===== src/rtl/pipeline_hazard_unit_pkg.sv =====
// Shared pipeline definitions: hazard FSM states, forwarding select encoding
// and the rule that picks a forwarding source from per-stage match results.
package pipeline_hazard_unit_pkg;

  typedef enum logic [1:0] {
    RUN   = 2'd0,
    STALL = 2'd1,
    FLUSH = 2'd2
  } hz_state_t;

  // Names describe where the operand is taken from once the consumer is in execute.
  typedef enum logic [1:0] {
    FWD_RF  = 2'b00,
    FWD_MEM = 2'b01,
    FWD_WB  = 2'b10
  } fwd_sel_t;

  localparam int REG_ZERO = 0;

  // The younger producer (execute) wins over the older one (memory).
  function automatic fwd_sel_t fwd_pick(input logic ex_hit, input logic mem_hit);
    if (ex_hit)       return FWD_MEM;
    else if (mem_hit) return FWD_WB;
    else              return FWD_RF;
  endfunction

endpackage


===== src/rtl/pipeline_hazard_unit_compare.sv =====
// Source-vs-destination match for both decode sources against the execute
// and memory producers. R0 never matches, so it never stalls or forwards.
module pipeline_hazard_unit_compare
  import pipeline_hazard_unit_pkg::*;
#(
  parameter int REG_W = 4
) (
  input  logic [REG_W-1:0] rs1,
  input  logic [REG_W-1:0] rs2,
  input  logic [REG_W-1:0] rd_execute,
  input  logic             wre_execute,
  input  logic [REG_W-1:0] rd_memory,
  input  logic             wre_memory,
  output logic             hit1_execute,
  output logic             hit2_execute,
  output logic             hit1_memory,
  output logic             hit2_memory
);

  localparam logic [REG_W-1:0] ZERO = REG_W'(REG_ZERO);

  logic ex_live;
  logic mem_live;

  assign ex_live  = wre_execute && (rd_execute != ZERO);
  assign mem_live = wre_memory  && (rd_memory  != ZERO);

  assign hit1_execute = ex_live  && (rd_execute == rs1);
  assign hit2_execute = ex_live  && (rd_execute == rs2);
  assign hit1_memory  = mem_live && (rd_memory  == rs1);
  assign hit2_memory  = mem_live && (rd_memory  == rs2);

endmodule


===== src/rtl/pipeline_hazard_unit.sv =====
// Load-use stall / taken-branch flush sequencer with Mealy pipeline controls,
// registered forwarding selects and saturating stall/flush cycle counters.
module pipeline_hazard_unit
  import pipeline_hazard_unit_pkg::*;
#(
  parameter int REG_W      = 4,
  parameter int LOAD_STALL = 1,
  parameter int FLUSH_CYC  = 2,
  parameter int CNT_W      = 16
) (
  input  logic             clk,
  input  logic             reset,
  input  logic             decode_valid,
  input  logic [REG_W-1:0] rs1_decode,
  input  logic [REG_W-1:0] rs2_decode,
  input  logic [REG_W-1:0] rd_execute,
  input  logic             wre_execute,
  input  logic             load_instruction,
  input  logic [REG_W-1:0] rd_memory,
  input  logic             wre_memory,
  input  logic             branch_taken_execute,
  output logic             stall_fetch,
  output logic             flush_decode,
  output logic             nop_select,
  output logic [1:0]       fwd_a_execute,
  output logic [1:0]       fwd_b_execute,
  output logic [CNT_W-1:0] stall_count,
  output logic [CNT_W-1:0] flush_count
);

  localparam logic [2:0]       STALL_INIT = 3'(LOAD_STALL - 1);
  localparam logic [2:0]       FLUSH_INIT = 3'(FLUSH_CYC - 1);
  localparam logic [CNT_W-1:0] CNT_MAX    = {CNT_W{1'b1}};

  hz_state_t state;
  logic [2:0] cnt;
  fwd_sel_t  fwd_a_q;
  fwd_sel_t  fwd_b_q;

  logic hit1_ex, hit2_ex, hit1_mem, hit2_mem;
  logic lu;

  pipeline_hazard_unit_compare #(.REG_W(REG_W)) u_compare (
    .rs1          (rs1_decode),
    .rs2          (rs2_decode),
    .rd_execute   (rd_execute),
    .wre_execute  (wre_execute),
    .rd_memory    (rd_memory),
    .wre_memory   (wre_memory),
    .hit1_execute (hit1_ex),
    .hit2_execute (hit2_ex),
    .hit1_memory  (hit1_mem),
    .hit2_memory  (hit2_mem)
  );

  assign lu = decode_valid && load_instruction && (hit1_ex || hit2_ex);

  // NOTE: every output gets a default before the case so no path leaves one unassigned (no latch).
  always_comb begin
    stall_fetch  = 1'b0;
    flush_decode = 1'b0;
    nop_select   = 1'b0;
    if (!reset) begin
      unique case (state)
        RUN, STALL: begin
          if (branch_taken_execute) begin
            flush_decode = 1'b1;
            nop_select   = 1'b1;
          end else if (state == STALL || lu) begin
            stall_fetch = 1'b1;
            nop_select  = 1'b1;
          end
        end
        FLUSH: begin
          flush_decode = 1'b1;
          nop_select   = 1'b1;
        end
        default: ;
      endcase
    end
  end

  // NOTE: state registers use non-blocking assignments so all flops update from pre-edge values.
  always_ff @(posedge clk) begin
    if (reset) begin
      state       <= RUN;
      cnt         <= 3'd0;
      fwd_a_q     <= FWD_RF;
      fwd_b_q     <= FWD_RF;
      stall_count <= '0;
      flush_count <= '0;
    end else begin
      unique case (state)
        RUN, STALL: begin
          if (branch_taken_execute) begin
            // A branch aborts any pending stall sequence.
            if (FLUSH_CYC > 1) begin
              state <= FLUSH;
              cnt   <= FLUSH_INIT;
            end else begin
              state <= RUN;
              cnt   <= 3'd0;
            end
          end else if (state == STALL) begin
            cnt <= cnt - 3'd1;
            if (cnt == 3'd1) state <= RUN;
          end else if (lu && LOAD_STALL > 1) begin
            state <= STALL;
            cnt   <= STALL_INIT;
          end
        end
        FLUSH: begin
          cnt <= cnt - 3'd1;
          if (cnt == 3'd1) state <= RUN;
        end
        default: begin
          state <= RUN;
          cnt   <= 3'd0;
        end
      endcase

      // Bubbles and empty decode slots carry no operands, so they never forward.
      if (nop_select || !decode_valid) begin
        fwd_a_q <= FWD_RF;
        fwd_b_q <= FWD_RF;
      end else begin
        fwd_a_q <= fwd_pick(hit1_ex && !load_instruction, hit1_mem);
        fwd_b_q <= fwd_pick(hit2_ex && !load_instruction, hit2_mem);
      end

      if (stall_fetch && stall_count != CNT_MAX) stall_count <= stall_count + CNT_W'(1);
      if (flush_decode && flush_count != CNT_MAX) flush_count <= flush_count + CNT_W'(1);
    end
  end

  assign fwd_a_execute = fwd_a_q;
  assign fwd_b_execute = fwd_b_q;

endmodule


===== config.mk =====
export PLATFORM = sky130hd
export DESIGN_NAME = pipeline_hazard_unit
export DESIGN_NICKNAME = d
export VERILOG_FILES = /design/src/rtl/pipeline_hazard_unit_pkg.sv /design/src/rtl/pipeline_hazard_unit_compare.sv /design/src/rtl/pipeline_hazard_unit.sv
export SDC_FILE = /design/constraint.sdc
export NUM_CORES = 1
export LEC_CHECK = 0
export BUFFER_PORTS_ARGS = -buffer_cell sky130_fd_sc_hd__buf_4
export CAP_MARGIN = 25
export CORE_AREA = 2 2 81 83
export DETAILED_ROUTE_END_ITERATION = 6
export DIE_AREA = 0 0 83 85
export GPL_TIMING_DRIVEN = 1
export HOLD_SLACK_MARGIN = 0.1
export SLEW_MARGIN = 0
export SYNTH_ARGS = -nofsm -noshare
export SYNTH_HDL_FRONTEND = slang
export SYNTH_SLANG_ARGS = --single-unit
export TNS_END_PERCENT = 50

===== constraint.sdc =====
create_clock -name clk -period 2 [get_ports clk]
set_input_delay 0.2 -clock clk [delete_from_list [all_inputs] [get_ports clk]]
set_output_delay 0.2 -clock clk [all_outputs]
set_load 0.005 [all_outputs]

### Word-level counts from Yosys, hierarchy flattened

Cells that the tools add are included.
W data, S select, Z words.

| operators by class | value |
|---|---|
| add/sub/neg operators | 3 |
| equality and inequality tests | 10 |
| reduce and logical (&&, ||, !) cells | 24 |
| muxes and demuxes | 21 |

Operators with widths:

| cell | count |
|---|---|
| $add A16 B1 Y16 const B | 2 |
| $ne A16 B16 Y1 const B | 2 |
| $eq A4 B4 Y1 | 4 |
| $logic_and A1 B1 Y1 | 12 |
| $mux W1 | 10 |
| $mux W2 | 5 |
| $reduce_bool A4 Y1 | 2 |
| $mux W3 | 2 |
| $pmux W3 S2 | 1 |
| $reduce_or A3 Y1 | 2 |
| $pmux W1 S2 | 2 |
| $pmux W2 S2 | 1 |
| $reduce_or A2 Y1 | 2 |
| $eq A3 B1 Y1 const B | 1 |
| $logic_or A1 B1 Y1 | 3 |
| $ne A3 B3 Y1 const B | 1 |
| $sub A3 B1 Y3 const B | 1 |
| $eq A2 B1 Y1 const B | 1 |
| $eq A2 B2 Y1 const B | 1 |
| $logic_not A1 Y1 | 2 |
| $logic_not A2 Y1 | 1 |

| storage, ports and cells | value |
|---|---|
| bits in registers | 41 |
| word-level logic and storage cells | 66 |
| input port bits | 23 |
| output and inout bits | 39 |

### Longest topological paths before layout

| depth | value |
|---|---|
| depth after elaboration | 12 |
| mapped depth | 9 |
| mapped depth without buffers | 7 |

### Cells and area by module

Synthesis repeated with hierarchy kept, for this count alone.

| unflattened totals | value |
|---|---|
| cell total of the unflattened synthesis | 277 |
| area total of the unflattened synthesis | 2476.1 um2 |

Modules (own cells, without submodules):

| module | cells each | seq. area each (um2) | area each (um2) | times used |
|---|---|---|---|---|
| pipeline_hazard_unit | 251 | 820.8 | 2263.4 | 1 |
| pipeline_hazard_unit_compare | 26 | 0.0 | 212.7 | 1 |

### Worst setup path before layout

Ideal clock, no wire load.

| path | value |
|---|---|
| path type | reg-to-reg |
| from | reg stall_count[0] |
| to | reg stall_count[13] |
| clock period less this slack | 1831 ps |
| arrival time | 1710 ps |
| slack | 169 ps |
| stages on the path, launching flop included | 8 |
| cells stage by stage | dfxtp_1 -> ha_1 -> and3_1 -> nand3_1 -> o21a_1 -> o21ai_2 -> nor4_1 -> mux2_2 |

| on the way | value |
|---|---|
| longest elaborated chain between the ends | 2 |

RTL lines:

| element | line | text |
|---|---|---|
| start: declaration | pipeline_hazard_unit.sv:27 | `output logic [CNT_W-1:0] stall_count,` |
| start signal: assignment | pipeline_hazard_unit.sv:131 | `if (stall_fetch && stall_count != CNT_MAX) stall_count <= stall_count + CNT_W'(1);` |
| parallel branches: the longest is 2 deep, another holds $add A16 B1 Y16 | - |  |

Several ways; the timed one is not identified.
A chain may end at the register's enable or synchronous reset.

### Worst setup path after layout

| path | value |
|---|---|
| from | reg stall_count[0] |
| to | reg stall_count[7] |

Same word-level chain as after synthesis.

==> results_dict.tcl <==
set metrics [dict create \
    reg2reg_to "stall_count[7]" \
    fin_skew_ps 8.41 \
    avgRoutedWirePerCell_um 12.8 \
    register_clock_pin_slew_on_the_reported_worst_setup_and_hold_paths_ps 70 \
    grt_pass1_wl_mm 9.18 \
    timing.slew.headroom 0.719 \
    synth_enable_flop_cells 0 \
    detailedPlacementHpwl_mm 4.23 \
    synth_ff_type "sky130_fd_sc_hd__dfxtp_1" \
    cts.root.buffer_cell "sky130_fd_sc_hd__clkbuf_8" \
    cts.sinks 41 \
    r2r_setup_slack_ps 110 \
    boundary_pin_count 62 \
    syn_inst_count 256 \
    setup_repair_after_global_routing_missed_its_margin "true" \
    start_util 0.357 \
    floorplan.die_area_mm2 0.00706 \
    first_global_vias 2015 \
    min-delay-path-class "input pin to flop" \
    crit_path_cell_trace "ha_1, and3_1, nand3_2, o21a_1, o21ai_2, buf_12, or4_1, a21oi_2" \
    gp_routability_congestion 0.823 \
    finalSetupViolations 0 \
    critPathCapture "stall_count[7]" \
    die_h_um 85 \
    worst_pin_slew_ps 411 \
    total_core_area_mm2 0.00620 \
    timing.critical_path.from "stall_count[0]" \
    timing.setup.tns_ps 0 \
    cts_inserted_buffers 5 \
    drtAntennaViolNets 0 \
    regToRegStartpoint "stall_count[0]" \
    vdd.ir_drop.worst_mv 0.360 \
    drt_iter0_markers 30 \
    slowest_delay_ps 480 \
    layout_worst_path_cycle_share 0.945 \
    grt_max_degree 22 \
    cts_tree "built" \
    async_reset_ff_frac 0 \
    crit_type "flop to flop" \
    status "completed" \
    flow.area_growth_from_synthesis_pct 39.4 \
    maxCapViolations 0 \
    synth_cell_types 48 \
    mostFrequentLayoutCells "sky130_fd_sc_hd__buf_4 (90), sky130_fd_sc_hd__dfxtp_1 (41), sky130_fd_sc_hd__nor2_1 (31)" \
    htreeDepth 2 \
    worst_setup_path_start_kind "flop" \
    yosysWarnings 0 \
    dr.pass1.iters 4 \
    post_route_cells_drive_above_1_share 0.324 \
    cp_data_required_time_ps 2230 \
    final_hold_viol_count 0 \
    worst_setup_path_end_kind "flop" \
    timing.fmax_ghz 0.529 \
    routed_wl_mm 5.42 \
    crit_path_max_fanout 21 \
    post-layout-total-power_mw 1.70 \
    dr_drc_count 0 \
    power.leakage_nw 1.26 \
    via_per_inst 5.13 \
    mappedNetlistNets 283 \
    period_minus_ws_final_ps 1890 \
    count_of_state_elements_after_synthesis 41 \
    reg2regPathDepth 8 \
    synth-seq-area-share 0.370 \
    diodes_inserted 0 \
    grt.overflow.total 0 \
    finish.net_count 373 \
    fillers 613 \
    cp_slowest_cell "sky130_fd_sc_hd__or4_1" \
    insertion_delay_ps 300 \
    critPathArrivalTime_ps 2120 \
    timing_max_transition_violations_final 0 \
    final_common_cell "sky130_fd_sc_hd__buf_4" \
    ctsLongestPathBuffers 2 \
    initial_antenna_violation_count 0 \
    grt_usage 0.156 \
    hold_buffers 0 \
    std_cell_rows 29 \
    chipWidth_um 83 \
    via_count 2172 \
    synth_area_per_cell_um2 8.66 \
    final.setup.worst_slack_ps 110 \
    mappedNetlistArea_mm2 0.00222 \
    preCtsSetupSlack_ps 67.3 \
    powerDensity_mw_per_mm2 551 \
    io_buffer_count 61 \
]
-- repair_timing --
item / in CTS / in global routing
endpoints found under the setup margin: 0 / 10
buffers inserted: 0 / 2
gates resized for setup: 0 / 5
-- layer usage --
| layer | track usage | vias to the layer above | part of all wire |
|---|---|---|---|
| met3 | 0.0370 | 5 | 0.037 |
| met1 | 0.198 | 1012 | 0.47 |
| li1 | - | 1112 | - |
| met2 | 0.269 | 43 | 0.48 |
| met4 | 0.0358 | 0 | 0.0074 |
| met5 | 0 | - | 0 |
-- worst min-delay path by stage --
stage,slack (ps),depth (start not counted),startpoint,to
after floorplan,350,2,decode_valid,fwd_a_execute[0]
after global placement,480,2,stall_count[7],stall_count[7]
after detailed placement,500,3,decode_valid,fwd_a_execute[0]
after CTS,190,3,decode_valid,fwd_a_execute[0]
after global routing,210,4,load_instruction,fwd_a_execute[0]
final,200,3,decode_valid,fwd_a_execute[0]
-- per-stage QoR --
step                      std cells  area [um^2]  hold WS (ps)   util
after floorplan                 256         2220           350      -
after global placement          414         2950           480  0.475
after detailed placement        414         2950           497  0.475
after CTS                       421         3050           186  0.491
after global routing            423         3090           208  0.498
final                           423         3090           200  0.498
-- state kept, by name, summed over array words and instances, names as in the netlist --
signal,cells
fwd_b_execute,2
cnt,3
state,2
flush_count,16
stall_count,16
fwd_a_execute,2
-- power by group --
part,internal [mW],switching (mW)
clock,0.363,0.285
combinational,0.105,0.110
sequential,0.828,0.0122
total,1.30,0.407
-- cell families (layout without fill, tap and decap cells) --
group           count (synthesis)  in the layout  share of synthesized area
flops                          41             41                      0.370
fa+ha+maj                       4              4                     0.0226
compound gates                 46             46                      0.151
xor+xnor                       34             34                      0.134
simple gates                  113            113                      0.274
buf+inv                        15            105                     0.0333
mux                             3              3                     0.0141
-- critical path, delay by kind of cell, from the launching register on --
kind                       cells  cell delay [ps]
and+or+nand+nor                3              790
adders and majority gates      1              220
buffers and inverters          1              160
DFF                            1              320
AOI/OAI and AO/OA              3              330
-- area by class of cell --
| cell class | instances | area, um^2 | share of cell area |
|---|---|---|---|
| clock inverters | 2 | 35.0 | 0.0113 |
| repair buffers | 91 | 696 | 0.225 |
| multi-input cells | 200 | 1350 | 0.436 |
| flip-flops and latches | 41 | 821 | 0.266 |
| well taps | 77 | 96.3 | 0.0312 |
| inverters | 7 | 26.3 | 0.00851 |
| clock buffers | 5 | 68.8 | 0.0223 |
-- Yosys cell counts, drive strengths merged (3+ instances only) --
| library cell | instances | area share |
|---|---|---|
| xnor2 | 14 | 0.055 |
| nand4 | 8 | 0.023 |
| ha | 4 | 0.023 |
| nor3 | 9 | 0.020 |
| o31ai | 6 | 0.020 |
| and3 | 5 | 0.014 |
| and4 | 3 | 0.012 |
| xor2 | 20 | 0.079 |
| buf | 5 | 0.016 |
| inv | 7 | 0.012 |
| nor4 | 6 | 0.030 |
| dfxtp | 41 | 0.37 |
| nor2 | 31 | 0.053 |
| clkbuf | 3 | 0.0051 |
| or4 | 5 | 0.017 |
| nand2 | 18 | 0.030 |
| a21oi | 14 | 0.033 |
| o21ai | 6 | 0.017 |
| o21a | 4 | 0.014 |
| nand3 | 13 | 0.029 |
| nand2b | 4 | 0.011 |
| nor2b | 3 | 0.0085 |
| or3 | 4 | 0.011 |
(Power assumes the default switching activity.)
